$ cat src/rtl/vmicro16_apb_rr_arbiter_pkg.sv
// Shared definitions for the vmicro16 APB round-robin arbiter:
// FSM state encoding, bus geometry and slave select indices.
package vmicro16_apb_rr_arbiter_pkg;

    typedef enum logic [1:0] {
        ST_IDLE   = 2'd0,
        ST_SETUP  = 2'd1,
        ST_ACCESS = 2'd2,
        ST_ERR    = 2'd3
    } apb_state_e;

    localparam int APB_WIDTH  = 16;
    localparam int APB_SLAVES = 8;

    localparam int APB_PSELX_GPIO0 = 0;
    localparam int APB_PSELX_GPIO1 = 1;
    localparam int APB_PSELX_GPIO2 = 2;
    localparam int APB_PSELX_UART0 = 3;
    localparam int APB_PSELX_REGS0 = 4;
    localparam int APB_PSELX_BRAM0 = 5;

    // Index width that stays legal (>=1 bit) even for single-entry vectors.
    function automatic int clog2_min1(input int n);
        return (n > 1) ? $clog2(n) : 1;
    endfunction

endpackage

$ cat src/rtl/vmicro16_rr_pick.sv
// Rotating-priority encoder: returns the first set request bit found when
// scanning from ptr_i upwards, wrapping modulo N.
module vmicro16_rr_pick #(
    parameter int N = 4,
    parameter int W = 2
) (
    input  logic [N-1:0] req_i,
    input  logic [W-1:0] ptr_i,
    output logic         valid_o,
    output logic [W-1:0] idx_o
);

    always_comb begin
        valid_o = 1'b0;
        idx_o   = '0;
        for (int i = 0; i < N; i++) begin
            if (!valid_o && req_i[(int'(ptr_i) + i) % N]) begin
                valid_o = 1'b1;
                idx_o   = W'((int'(ptr_i) + i) % N);
            end
        end
    end

endmodule

$ cat src/rtl/vmicro16_apb_rr_arbiter.sv
// Shares one APB slave bus between several core master ports: round-robin
// grant, one-hot slave decode, SETUP/ACCESS sequencing, decode-error and timeout.
module vmicro16_apb_rr_arbiter
    import vmicro16_apb_rr_arbiter_pkg::*;
#(
    parameter int MASTER_PORTS = 4,
    parameter int SLAVE_PORTS  = APB_SLAVES,
    parameter int BUS_WIDTH    = APB_WIDTH,
    parameter int SEL_LSB      = 8,
    parameter int TIMEOUT      = 255,
    localparam int MW          = clog2_min1(MASTER_PORTS)
) (
    input  logic                              clk,
    input  logic                              reset,
    input  logic [MASTER_PORTS*BUS_WIDTH-1:0] S_PADDR,
    input  logic [MASTER_PORTS-1:0]           S_PWRITE,
    input  logic [MASTER_PORTS-1:0]           S_PSELx,
    input  logic [MASTER_PORTS-1:0]           S_PENABLE,
    input  logic [MASTER_PORTS*BUS_WIDTH-1:0] S_PWDATA,
    output logic [MASTER_PORTS*BUS_WIDTH-1:0] S_PRDATA,
    output logic [MASTER_PORTS-1:0]           S_PREADY,
    output logic [MASTER_PORTS-1:0]           S_PSLVERR,
    output logic [BUS_WIDTH-1:0]              M_PADDR,
    output logic                              M_PWRITE,
    output logic [SLAVE_PORTS-1:0]            M_PSELx,
    output logic                              M_PENABLE,
    output logic [BUS_WIDTH-1:0]              M_PWDATA,
    input  logic [SLAVE_PORTS*BUS_WIDTH-1:0]  M_PRDATA,
    input  logic [SLAVE_PORTS-1:0]            M_PREADY,
    output logic [MW-1:0]                     grant_id,
    output logic                              busy
);

    localparam int SW = clog2_min1(SLAVE_PORTS);
    localparam int TW = clog2_min1(TIMEOUT + 1);
    localparam int DW = BUS_WIDTH - SEL_LSB;
    localparam logic [MW-1:0] LAST_MASTER = MW'(MASTER_PORTS - 1);
    localparam logic [TW-1:0] TMO_LAST    = TW'((TIMEOUT > 0) ? TIMEOUT - 1 : 0);

    apb_state_e     state_q, state_d;
    logic [MW-1:0]  grant_q, grant_d;
    logic [MW-1:0]  rrPtr_q, rrPtr_d;
    logic [SW-1:0]  idx_q, idx_d;
    logic [TW-1:0]  tmoCnt_q, tmoCnt_d;

    logic           pickValid;
    logic [MW-1:0]  pickIdx;
    logic [DW-1:0]  decField;
    logic           decOk;

    logic [BUS_WIDTH-1:0] gntAddr;
    logic [BUS_WIDTH-1:0] gntWdata;
    logic                 gntWrite;
    logic [BUS_WIDTH-1:0] slvRdata;
    logic                 slvReady;

    logic unusedPenable;
    assign unusedPenable = ^S_PENABLE;

    vmicro16_rr_pick #(
        .N (MASTER_PORTS),
        .W (MW)
    ) u_pick (
        .req_i   (S_PSELx),
        .ptr_i   (rrPtr_q),
        .valid_o (pickValid),
        .idx_o   (pickIdx)
    );

    // The whole field above SEL_LSB is decoded so that out-of-range slave
    // numbers raise a decode error instead of aliasing onto a real slave.
    assign decField = S_PADDR[pickIdx*BUS_WIDTH + SEL_LSB +: DW];
    assign decOk    = (int'(decField) < SLAVE_PORTS);

    assign gntAddr  = S_PADDR[grant_q*BUS_WIDTH +: BUS_WIDTH];
    assign gntWdata = S_PWDATA[grant_q*BUS_WIDTH +: BUS_WIDTH];
    assign gntWrite = S_PWRITE[grant_q];
    assign slvRdata = M_PRDATA[idx_q*BUS_WIDTH +: BUS_WIDTH];
    assign slvReady = M_PREADY[idx_q];

    assign grant_id = grant_q;

    always_ff @(posedge clk or negedge reset) begin
        if (!reset) begin
            state_q  <= ST_IDLE;
            grant_q  <= '0;
            rrPtr_q  <= '0;
            idx_q    <= '0;
            tmoCnt_q <= '0;
        end else begin
            state_q  <= state_d;
            grant_q  <= grant_d;
            rrPtr_q  <= rrPtr_d;
            idx_q    <= idx_d;
            tmoCnt_q <= tmoCnt_d;
        end
    end

    always_comb begin
        state_d  = state_q;
        grant_d  = grant_q;
        rrPtr_d  = rrPtr_q;
        idx_d    = idx_q;
        tmoCnt_d = tmoCnt_q;
        unique case (state_q)
            ST_IDLE: begin
                if (pickValid) begin
                    grant_d = pickIdx;
                    rrPtr_d = (pickIdx == LAST_MASTER) ? '0 : pickIdx + 1'b1;
                    idx_d   = SW'(decField);
                    if (decOk) begin
                        state_d  = ST_SETUP;
                        tmoCnt_d = '0;
                    end else begin
                        state_d = ST_ERR;
                    end
                end
            end
            ST_SETUP: state_d = ST_ACCESS;
            ST_ACCESS: begin
                // Saturate so a disabled timeout never wraps the counter.
                if (tmoCnt_q != '1) begin
                    tmoCnt_d = tmoCnt_q + 1'b1;
                end
                if (slvReady) begin
                    state_d = ST_IDLE;
                end else if (TIMEOUT != 0 && tmoCnt_q == TMO_LAST) begin
                    state_d = ST_ERR;
                end
            end
            ST_ERR:  state_d = ST_IDLE;
            default: state_d = ST_IDLE;
        endcase
    end

    always_comb begin
        M_PADDR   = '0;
        M_PWRITE  = 1'b0;
        M_PWDATA  = '0;
        M_PSELx   = '0;
        M_PENABLE = 1'b0;
        S_PRDATA  = '0;
        S_PREADY  = '0;
        S_PSLVERR = '0;
        busy      = (state_q != ST_IDLE);
        unique case (state_q)
            ST_SETUP, ST_ACCESS: begin
                M_PSELx[idx_q] = 1'b1;
                M_PADDR        = gntAddr;
                M_PWRITE       = gntWrite;
                M_PWDATA       = gntWdata;
                if (state_q == ST_ACCESS) begin
                    M_PENABLE = 1'b1;
                    if (slvReady) begin
                        S_PREADY[grant_q]                        = 1'b1;
                        S_PRDATA[grant_q*BUS_WIDTH +: BUS_WIDTH] = slvRdata;
                    end
                end
            end
            ST_ERR: begin
                S_PREADY[grant_q]  = 1'b1;
                S_PSLVERR[grant_q] = 1'b1;
            end
            default: ;
        endcase
    end

endmodule

$ cat config.mk
export PLATFORM = sky130hd
export DESIGN_NAME = vmicro16_apb_rr_arbiter
export DESIGN_NICKNAME = d
export VERILOG_FILES = /design/src/rtl/vmicro16_apb_rr_arbiter_pkg.sv /design/src/rtl/vmicro16_rr_pick.sv /design/src/rtl/vmicro16_apb_rr_arbiter.sv
export SDC_FILE = /design/constraint.sdc
export NUM_CORES = 1
export LEC_CHECK = 0
export ABC_AREA = 1
export ABC_CLOCK_PERIOD_IN_PS = 2700
export BUFFER_PORTS_ARGS = -buffer_cell sky130_fd_sc_hd__buf_2
export CORE_AREA = 2 2 152 154
export CTS_CLUSTER_SIZE = 40
export DETAILED_ROUTE_END_ITERATION = 12
export DIE_AREA = 0 0 154 156
export GPL_TIMING_DRIVEN = 1
export MAX_ROUTING_LAYER = met4
export PLACE_DENSITY = 0.43
export REMOVE_ABC_BUFFERS = 1
export SLEW_MARGIN = 20
export SYNTH_ARGS = -nofsm -noshare
export SYNTH_HDL_FRONTEND = slang
export SYNTH_SLANG_ARGS = --single-unit
$ cat constraint.sdc
create_clock -name clk -period 2.7 [get_ports clk]
set_input_delay 0.135 -clock clk [delete_from_list [all_inputs] [get_ports clk]]
set_output_delay 0.135 -clock clk [all_outputs]
set_load 0.01 [all_outputs]
Word-level counts from Yosys, hierarchy flattened
Cells that the tools add are included.

operators by class
  add/subtract/negate cells = 7
  multipliers = 0
  div/mod/pow operators = 0
  $lt $le $gt $ge = 9
  eq/ne operators = 10
  shift operators = 6
  muxes and demuxes = 50
  bitwise logic cells = 4
  reductions and logical operators = 18

operators with widths
  operator                                                                      number
  64-bit 2-to-1 mux                                                             3
  128-bit by 8-bit variable part select with 16-bit output                      1
  64-bit by 7-bit variable part select with 16-bit output                       2
  64-bit AND                                                                    1
  16-bit by 34-bit variable shift with 64-bit output, first input constant      1
  16-bit by 34-bit variable part select with 64-bit output                      1
  64-bit by 8-bit variable part select with 8-bit output                        1
  6-bit negation with 34-bit output                                             1
  16-bit 2-to-1 mux                                                             2
  8-bit 2-to-1 mux                                                              4
  1-bit 2-to-1 mux                                                              18
  2-bit 2-to-1 mux                                                              9
  3-bit by 4-bit less-than comparator with 1-bit output, second input constant  4
  8-bit case mux with 2 select lines                                            1
  4-bit 2-to-1 mux                                                              3
  1-bit binary-select mux with 2-bit select                                     5
  8-bit by 1-bit adder with 8-bit output, second input constant                 1
  8-bit == test, second input constant                                          1
  8-bit by 4-bit less-than comparator with 1-bit output, second input constant  1
  8-bit != test, second input constant                                          1
  2-bit case mux with 4 select lines                                            1
  4-bit case mux with 2 select lines                                            1
  2-bit OR reduction                                                            4
  6-bit by 4-bit adder with 7-bit output, second input constant                 1
  19 further kinds                                                              36

word-level totals
  flip-flop bits (word level) = 17
  bits in latches = 0
  bits in writable memories = 0
  bits in read-only memories = 0
  bits of input ports = 278
  output and inout port bits = 117
  word-level logic and storage cells = 109
  memories kept = 0

Logic depth before layout (Yosys ltp)
Gate-level depths: netlist of the first run.

  depth in word-level cells = 20
  gate-level depth with buffers = 16

Cells and area by module
From an unflattened synthesis of the first run, not the netlist that was laid out.

unflattened totals
  cells, all modules = 873
  area, all modules = 4,519.3 um^2

modules (own cells, without submodules)
  module                   instances  cells an instance  area an instance (um^2)  seq. area each (um^2)
  vmicro16_apb_rr_arbiter  1          814                4,200.3                  425.4
  vmicro16_rr_pick         1          59                 319.1                    0.0

Least setup slack after synthesis of the first run
OpenSTA, ideal clock, no wires.

  kind = flip-flop to output port
  from = reg grant_q[0] (netlist: grant_id[0])
  to = out S_PRDATA[38]
  arrival = 2.415 ns
  slack = 0.150 ns
  stages on the path, launching flop included = 11
  path buffers = 4
  cell sequence = dfrtp_1 -> clkbuf_1 -> inv_1 -> clkbuf_1 -> clkbuf_1 -> ha_1 -> inv_1 -> nor2_1 -> nand4_2 -> buf_2 -> nor3_1

on the way
  longest elaborated chain between the ends = 6
  elaborated cells between the ends (all ways) = 7
  those cells by class = 1 x add/sub; 2 x shift; 3 x mux; 1 x bitwise

ends and longest elaborated chain
  element                                                                                                                                line                            RTL
  start: declaration                                                                                                                     vmicro16_apb_rr_arbiter.sv:41   logic [MW-1:0] grant_q, grant_d;
  start signal: assignment                                                                                                               vmicro16_apb_rr_arbiter.sv:92   grant_q <= grant_d;
  6-bit negation with 34-bit output (*)                                                                                                  vmicro16_apb_rr_arbiter.sv:156  S_PRDATA[grant_q*BUS_WIDTH +: BUS_WIDTH] = slvRdata;
  16-bit by 34-bit variable part select with 64-bit output / 16-bit by 34-bit variable shift with 64-bit output (equally long branches)  vmicro16_apb_rr_arbiter.sv:156
  64-bit AND (no line) (*)                                                                                                               n/a
  64-bit 2-to-1 mux (*)                                                                                                                  vmicro16_apb_rr_arbiter.sv:154  if (slvReady) begin
  64-bit 2-to-1 mux (*)                                                                                                                  vmicro16_apb_rr_arbiter.sv:152  if (state_q == ST_ACCESS) begin
  64-bit 2-to-1 mux (*)                                                                                                                  vmicro16_apb_rr_arbiter.sv:146  unique case (state_q)
  end: declaration                                                                                                                       vmicro16_apb_rr_arbiter.sv:20   output logic [MASTER_PORTS*BUS_WIDTH-1:0] S_PRDATA,

Mark *: on every way between the ends. The rest lies on a longest branch, timed or not.

Worst setup path in the final report of the first run
  from = reg idx_q[2]
  to = out S_PRDATA[30]

on the way
  longest elaborated chain between the ends = 6
  elaborated cells between the ends (all ways) = 8
  those cells by class = 2 x shift; 5 x mux; 1 x bitwise

ends and longest elaborated chain
  element                                                   line                            RTL
  start: declaration                                        vmicro16_apb_rr_arbiter.sv:43   logic [SW-1:0] idx_q, idx_d;
  start signal: assignment                                  vmicro16_apb_rr_arbiter.sv:94   idx_q <= idx_d;
  128-bit by 8-bit variable part select with 16-bit output  vmicro16_apb_rr_arbiter.sv:78   assign slvRdata = M_PRDATA[idx_q*BUS_WIDTH +: BUS_WIDTH];
  16-bit by 34-bit variable part select with 64-bit output  vmicro16_apb_rr_arbiter.sv:156
  64-bit AND (no line)                                      n/a
  64-bit 2-to-1 mux (*)                                     vmicro16_apb_rr_arbiter.sv:154
  64-bit 2-to-1 mux (*)                                     vmicro16_apb_rr_arbiter.sv:152
  64-bit 2-to-1 mux (*)                                     vmicro16_apb_rr_arbiter.sv:146

Mark *: on every way between the ends. The rest lies on a longest branch, timed or not. The select of a mux whose other input is x is not followed.

==> impl_metrics.py, run 1 <==
metrics = {
    "status": {
        "outcome": "finished, final reports clean",
    },
    "drt": {
        "first_iter_violations": 323,
        "drtAntennaViolNets": 0,
        "viasPerCell": 4.640,
        "drt_first_pass_iters": 5,
        "drc": 0,
        "vias": 6811,
        "avgRoutedWirePerCell_um": 17.41,
        "wirelength_um": 25560,
    },
    "synthesis": {
        "netlist_top_cells_area": "nor2_1 (24%), o21ai_0 (13%), nand2_1 (10%)",
        "ys_seq_area_share_pct": 9.994,
        "netlist_area_um2": 4257,
        "avgSynthCellArea_um2": 5.185,
        "yosys_warnings": 0,
        "synth-main-ff-cell": "dfrtp_1",
        "synth_edf_count": 0,
        "synth_cell_types": 38,
        "synth_top_cell_by_area": "nor2_1",
        "synth_top_area_share_pct": 23.63,
        "synth-async-reset-ratio_pct": 100.0,
        "syn_inst": 821,
        "ys_ff_latch": 17,
    },
    "power": {
        "seqPwrFrac_pct": 6.5,
        "p_int_w": 0.002498,
        "pwr-share-comb_pct": 89.3,
        "p_sw_share_pct": 63.93,
        "vdd_ir_drop_max_mv": 0.4175,
        "leakagePower_nw": 3.584,
        "power_frac_clock_pct": 4.3,
        "power_density_nw_per_um2": 1049,
        "switchingPower_w": 0.004427,
    },
    "clocking": {
        "clk-insertion-delay-late_ps": 250,
        "cts_tree": "done",
        "clockBufferDepth": 2,
        "h-tree-depth": 1,
        "root_buffer": "clkbuf_16",
        "cts.sink_count": 17,
        "cts_setup_buffers": 0,
        "cts_buffers": 3,
        "clk_transition_reported_paths_ps": 50,
    },
    "sta": {
        "slew_headroom_pct": 38.22,
        "rsz0062_at_grt": "false",
        "finalCritPeriodShare_pct": 94.04,
        "final-max-slew-violation-count": 0,
        "period_needed_ps": 2539,
        "finalClockSkew_ps": 0.9844,
        "tightest_slew_ps": 926.7,
        "fmax_ghz": 0.3939,
        "setup_violations": 0,
        "hold_viol_final": 0,
    },
    "global_route": {
        "antenna_found_initial": 2,
        "grt_pass1_vias": 6613,
        "grt_max_degree": 82,
        "grt_pass1_wl_um": 37230,
        "grt_overflow": 0,
        "track_usage_pct": 20.42,
    },
    "floorplan": {
        "io_pins": 395,
        "row_count": 55,
        "initial_utilization_pct": 19.03,
        "die-area_um2": 24020,
        "coreArea_um2": 22370,
        "fp.dieH_um": 156,
        "die_x_um": 154,
    },
    "critical_path": {
        "cpLargestDelayFamily": "simple AND/OR/NAND/NOR gates",
        "cp-start-kind": "flop",
        "critPathSlowestCell": "dfrtp_1",
        "rr_worst_depth": 15,
        "path_class": "flop to output pin",
        "r2r_start": "rrPtr_q[0]",
        "cpPeakStageDelay_ps": 410,
        "cp_common_cell": "nor2_1",
        "critical_path.cell_chain": "inv_2, nor2_1, buf_4, o21ai_0, o32ai_1, a211oi_1, nor2_1, nand2_1, nor2_1, buf_2",
        "cp_num_buf_inv": 3,
        "cp.required_ps": 2570,
        "critPathMaxFanout": 11,
        "worstPathArrival_ps": 2400,
        "r2r_end": "tmoCnt_q[4]",
        "timing.reg2reg.setup_slack_ps": 490,
        "critPathCaptureType": "output pin",
    },
    "cells_and_area": {
        "final_nets": 1475,
        "final_cell_area_um2": 6600,
        "instances_no_fill": 1468,
        "final_util_pct": 29.51,
        "syn_to_final_growth_pct": 55.06,
        "layout-drive-gt1-share_pct": 38.19,
        "fillers": 2716,
    },
    "placed_design": {
        "place.gp.congestion": 0.8688,
        "io_buffers": 390,
        "dp_hpwl_um": 20710,
        "dp_cells": 1461,
        "postPlaceCellArea_um2": 6480,
    },
    "worst_hold_path": {
        "holdCritPathClass": "input pin to asynchronous set/reset pin",
    },
    "flow_run": {
        "maxCapViolCount": 0,
    },
}
-- cells by family after synthesis --
logic type / count (synthesis) / synth area share [%]
and+or+nand+nor: 459 / 45.80
AOI/OAI and AO/OA: 220 / 28.87
buffers and inverters: 105 / 9.906
DFF: 17 / 9.994
adders and majority gates: 15 / 4.409
xor gates and xnor gates: 5 / 1.029
-- worst max-delay path by stage --
stage	startpoint	end	slack (ps)	cells after the start
finish	idx_q[2]	S_PRDATA[30]	160	10
global route	idx_q[2]	S_PRDATA[30]	20	10
CTS	idx_q[0]	S_PRDATA[37]	90	8
detailed placement	idx_q[0]	S_PRDATA[40]	370	9
global placement	idx_q[0]	S_PRDATA[37]	360	8
floorplan	grant_id[0]	S_PRDATA[32]	-1700	6
-- synth_stat cells (10+ instances only) --
cell type and number:
nor2_1 268, nand2_1 118, o21ai_0 114, a21oi_1 53, inv_1 38, clkbuf_1 37
nand3_1 21, nor3_1 20, dfrtp_1 17, o21ai_1 16, ha_1 15, a211oi_1 12
o32ai_1 12, inv_2 10
-- through the flow --
stage	TNS, ps	total power, W	setup WS, ps	hold slack, ps
after floorplan	-128510	0.004306	-1702	-160.6
after global placement	0	0.006686	363.6	87.73
after detailed placement	0	0.006679	366.6	90.70
after CTS	0	0.007009	91.53	371.1
after global routing	0	0.007715	21.12	396.1
final	0	0.006925	161.0	352.1
-- flip-flops by register name, indices dropped and copies added, names as in the netlist --
register  count
tmoCnt_q      8
idx_q         3
grant_id      2
rrPtr_q       2
state_q       2
-- layout make-up --
type | count | area, um^2 | share of cell area (%)
flip-flops and latches | 17 | 427.9 | 6.483
clock buffers | 4 | 78.83 | 1.194
repair buffers | 408 | 2101 | 31.83
inverters | 53 | 209.0 | 3.166
multi-input cells | 699 | 3422 | 51.85
diodes | 2 | 5.005 | 0.07583
well taps | 285 | 356.6 | 5.403
-- power groups by stage --
stage	clock [W]	combinational, W	sequential (W)
2_1_floorplan	0	0.00365	0.000655
3_3_place_gp	0	0.00624	0.000449
3_5_place_dp	0	0.00623	0.000450
4_1_cts	0.000304	0.00626	0.000447
5_1_grt	0.000317	0.00694	0.000462
6_report	0.000295	0.00618	0.000447
-- cell usage in the layout (no fill, tap or decap), types with 2 or more instances in the layout --
master | synthesis | layout
clkbuf_16 | 0 | 3
nor2_1 | 268 | 268
buf_2 | 7 | 390
diode_2 | 0 | 2
nor3_1 | 20 | 19
clkinv_1 | 3 | 3
o211ai_1 | 6 | 6
nand2_1 | 118 | 118
inv_4 | 1 | 2
ha_1 | 15 | 15
o21ai_1 | 16 | 16
a21oi_1 | 53 | 53
dfrtp_1 | 17 | 15
nand3_4 | 2 | 3
o311ai_0 | 3 | 3
buf_4 | 1 | 15
nand4_2 | 3 | 3
o21ai_0 | 114 | 114
xnor2_1 | 2 | 2
nand2_2 | 6 | 6
nor2_2 | 3 | 3
a211oi_1 | 12 | 12
inv_1 | 38 | 37
inv_2 | 10 | 10
nand3_1 | 21 | 21
nand2_4 | 2 | 2
o32ai_1 | 12 | 12
xor2_1 | 3 | 3
dfrtp_2 | 0 | 2
nor3b_1 | 3 | 3
nand3_2 | 7 | 6
nand4_1 | 5 | 5
-- per-layer routing --
| layer | GRT usage [%] | part of all wire, % | vias up |
|---|---|---|---|
| li1 | - | - | 3441 |
| met1 | 22.72 | 39 | 3013 |
| met2 | 36.77 | 49 | 317 |
| met3 | 4.056 | 8.1 | 40 |
| met4 | 6.453 | 3.3 | 0 |
| met5 | - | 0 | - |
-- what timing repair did --
action	CTS	global route
hold buffers	1	0
endpoints found under the setup margin	0	32
hold endpoints to repair	17	0
gates resized for setup	0	7
-- worst reg2reg max path: stages (launching register included) --
cell     delay, ps
dfrtp_1        590
inv_6           90
nand2_1         90
nand2_2        100
nand2_1         70
nand2_1         50
nand2_1         80
nand2_1         70
nand2_2         90
nand3_2        210
nand2_1        140
nand3_2         90
nand3_4        170
nand2_4        120
nand2_1         80
nand2_1         40
(Power assumes the default switching activity.)
==> run 2: changes to the inputs <==
--- a/config.mk
+++ b/config.mk
@@ -5,16 +5,15 @@
 export SDC_FILE = /design/constraint.sdc
 export NUM_CORES = 1
 export LEC_CHECK = 0
-export ABC_AREA = 1
 export ABC_CLOCK_PERIOD_IN_PS = 2700
 export BUFFER_PORTS_ARGS = -buffer_cell sky130_fd_sc_hd__buf_2
-export CORE_AREA = 2 2 152 154
+export CORE_AREA = 2 2 155 157
 export CTS_CLUSTER_SIZE = 40
 export DETAILED_ROUTE_END_ITERATION = 12
-export DIE_AREA = 0 0 154 156
+export DIE_AREA = 0 0 157 159
 export GPL_TIMING_DRIVEN = 1
 export MAX_ROUTING_LAYER = met4
-export PLACE_DENSITY = 0.43
+export PLACE_DENSITY = 0.4
 export REMOVE_ABC_BUFFERS = 1
 export SLEW_MARGIN = 20
 export SYNTH_ARGS = -nofsm -noshare
==> impl_metrics.py, run 2 <==
metrics = {
    "sta": {
        "setup_violations": 0,
        "finalCritPeriodShare_pct": 92.67,
        "rsz0062_at_grt": "false",
        "holdWs_ps": 341.0,
        "setup_ws_ps": 197.8,
        "slew_headroom_pct": 59.18,
        "finalClockSkew_ps": 3.812,
        "fmax_ghz": 0.3997,
        "final-max-slew-violation-count": 0,
        "hold_viol_final": 0,
        "tightest_slew_ps": 612.3,
        "period_needed_ps": 2502,
    },
    "critical_path": {
        "crit_start": "idx_q[1]",
        "rr_worst_depth": 6,
        "critPathSlowestCell": "mux4_2",
        "worstPathArrival_ps": 2370,
        "cpPeakStageDelay_ps": 520,
        "cp_common_cell": "nor2_1",
        "critPathMaxFanout": 15,
        "timing.reg2reg.setup_slack_ps": 380,
        "critPathCaptureType": "output pin",
        "r2r_start": "rrPtr_q[1]",
        "cp.required_ps": 2570,
        "cpLargestDelayFamily": "multiplexers",
        "path_class": "flop to output pin",
        "cp_num_buf_inv": 2,
        "cp-start-kind": "flop",
        "critical_path.cell_chain": "mux4_2, mux2_2, nand3_1, nor2_1, nand4_1, buf_4, nor2_1, buf_2",
        "r2r_end": "tmoCnt_q[6]",
    },
    "drt": {
        "vias": 5266,
        "wirelength_um": 22820,
        "first_iter_violations": 299,
        "viasPerCell": 4.381,
        "drtAntennaViolNets": 0,
        "avgRoutedWirePerCell_um": 18.98,
        "drt_first_pass_iters": 5,
        "drc": 0,
    },
    "global_route": {
        "grt_max_degree": 43,
        "grt_pass1_wl_um": 32650,
        "grt_overflow": 0,
        "grt_pass1_vias": 5193,
        "antenna_found_initial": 2,
        "track_usage_pct": 17.63,
    },
    "cells_and_area": {
        "layout_commonest_cell": "buf_2",
        "largestRegisters": "tmoCnt_q x8, idx_q x3",
        "final_nets": 1175,
        "fillers": 2602,
        "multi_input_area_um2": 3301,
        "largest-register": "tmoCnt_q",
        "layout_common_cells": "buf_2 (390), nor2_1 (122), and2_1 (43)",
        "syn_to_final_growth_pct": 62.69,
        "largest_reg_flops": 8,
        "layout-drive-gt1-share_pct": 54.60,
        "seq_area_um2": 431.7,
    },
    "synthesis": {
        "yosys_warnings": 0,
        "synth_cell_types": 48,
        "synth-main-ff-cell": "dfrtp_1",
        "netlist_top_cells_area": "mux4_2 (20%), nor2_1 (12%), dfrtp_1 (11%)",
        "synth_top_area_share_pct": 19.94,
        "synth_top_cell_by_area": "mux4_2",
        "synth.most_common_cell": "nor2_1",
        "netlist_area_um2": 3954,
        "synth_common_cells": "nor2_1 (122), and2_1 (43), mux2i_1 (36)",
        "synth_edf_count": 0,
        "avgSynthCellArea_um2": 7.845,
        "ys_ff_latch": 17,
        "synth-async-reset-ratio_pct": 100.0,
        "ys_seq_area_share_pct": 10.76,
        "syn_inst": 504,
    },
    "clocking": {
        "clk_transition_reported_paths_ps": 60,
        "root_buffer": "clkbuf_16",
        "cts_tree": "done",
        "cts_buffers": 3,
        "cts.sink_count": 17,
        "clockBufferDepth": 2,
        "clk-insertion-delay-late_ps": 250,
        "cts_setup_buffers": 0,
        "h-tree-depth": 1,
    },
    "worst_hold_path": {
        "holdCritPathClass": "input pin to asynchronous set/reset pin",
    },
    "floorplan": {
        "row_count": 56,
        "die-area_um2": 24960,
        "initial_utilization_pct": 17.05,
        "fp.dieH_um": 159,
        "io_pins": 395,
        "coreArea_um2": 23190,
        "die_x_um": 157,
    },
    "placed_design": {
        "io_buffers": 390,
        "place.gp.congestion": 0.9379,
        "dpl_worst_slack_ps": 342.6,
        "dp_hpwl_um": 19390,
    },
    "power": {
        "vdd_ir_drop_max_mv": 0.3835,
        "power_density_nw_per_um2": 895.9,
        "leakagePower_nw": 3.316,
    },
    "flow_run": {
        "maxCapViolCount": 0,
    },
    "status": {
        "outcome": "finished, final reports clean",
    },
}
## run 2: changes by cell type in the layout (fill, tap and decap cells not counted), sizes merged, moves of 35 or more
cell | previous run | this run
and2 | 0 | 43
nand2 | 126 | 19
nor2 | 272 | 122
mux2i | 0 | 36
o21ai | 130 | 8
mux4 | 0 | 35
inv | 50 | 12
## run 2: cell type report
class                   count  share of cell area [%]
diodes                      2                 0.07781
clock buffers               3                   1.167
clock inverters             1                 0.07781
flip-flops and latches     17                   6.711
multi-input cells         433                   51.31
repair buffers            415                   33.75
inverters                  12                  0.7003
well taps                 319                   6.205
## run 2: cell families (layout without fill, tap and decap cells)
kind of cell,count (synthesis),in the layout,synth area share (%)
and+or+nand+nor,232,232,27.82
AOI/OAI and AO/OA,93,93,15.54
buffers and inverters,54,431,5.760
xor gates and xnor gates,2,2,0.4431
DFF,17,17,10.76
muxes,91,91,34.94
other,0,2,0
adders and majority gates,15,15,4.747
## run 2: worst max-delay path by stage
stage | depth (start not counted) | to | slack, ps
finish | 8 | S_PRDATA[33] | 200
global route | 8 | S_PRDATA[47] | 30
CTS | 7 | S_PRDATA[7] | 100
detailed placement | 7 | tmoCnt_q[7] | 340
global placement | 6 | tmoCnt_q[1] | 390
floorplan | 5 | S_PRDATA[48] | -690
## run 2: layer usage
| metal | GRT usage (%) | routed length, um | vias up |
|---|---|---|---|
| li1 | - | - | 2595 |
| met1 | 22.58 | 9668 | 2452 |
| met2 | 30.02 | 11420 | 205 |
| met3 | 2.613 | 1433 | 14 |
| met4 | 2.419 | 295 | 0 |
| met5 | - | 0 | - |
## run 2: power breakdown
| group | total, W | internal [W] | switching, W |
|---|---|---|---|
| Clock | 0.000302 | 0.000198 | 0.000103 |
| Sequential | 0.000530 | 0.000363 | 0.000167 |
| Combinational | 0.00493 | 0.00214 | 0.00279 |
## run 2: through the flow
stage / TNS, ps / instance area [um^2] / util (%) / total power [W] / std cells
floorplan: -36130 / 3771 / - / 0.003555 / 462
global placement: 0 / 6334 / 27.31 / 0.005572 / 1195
detailed placement: 0 / 6334 / 27.31 / 0.005537 / 1195
CTS: 0 / 6424 / 27.70 / 0.005863 / 1200
global route: 0 / 6432 / 27.74 / 0.006312 / 1202
finish: 0 / 6432 / 27.74 / 0.005763 / 1202
## run 2: what timing repair did
item	4_1_cts	5_1_grt
hold buffers	1	0
endpoints found under the hold margin	17	0
endpoints found under the setup margin	0	1
resized for setup	0	1
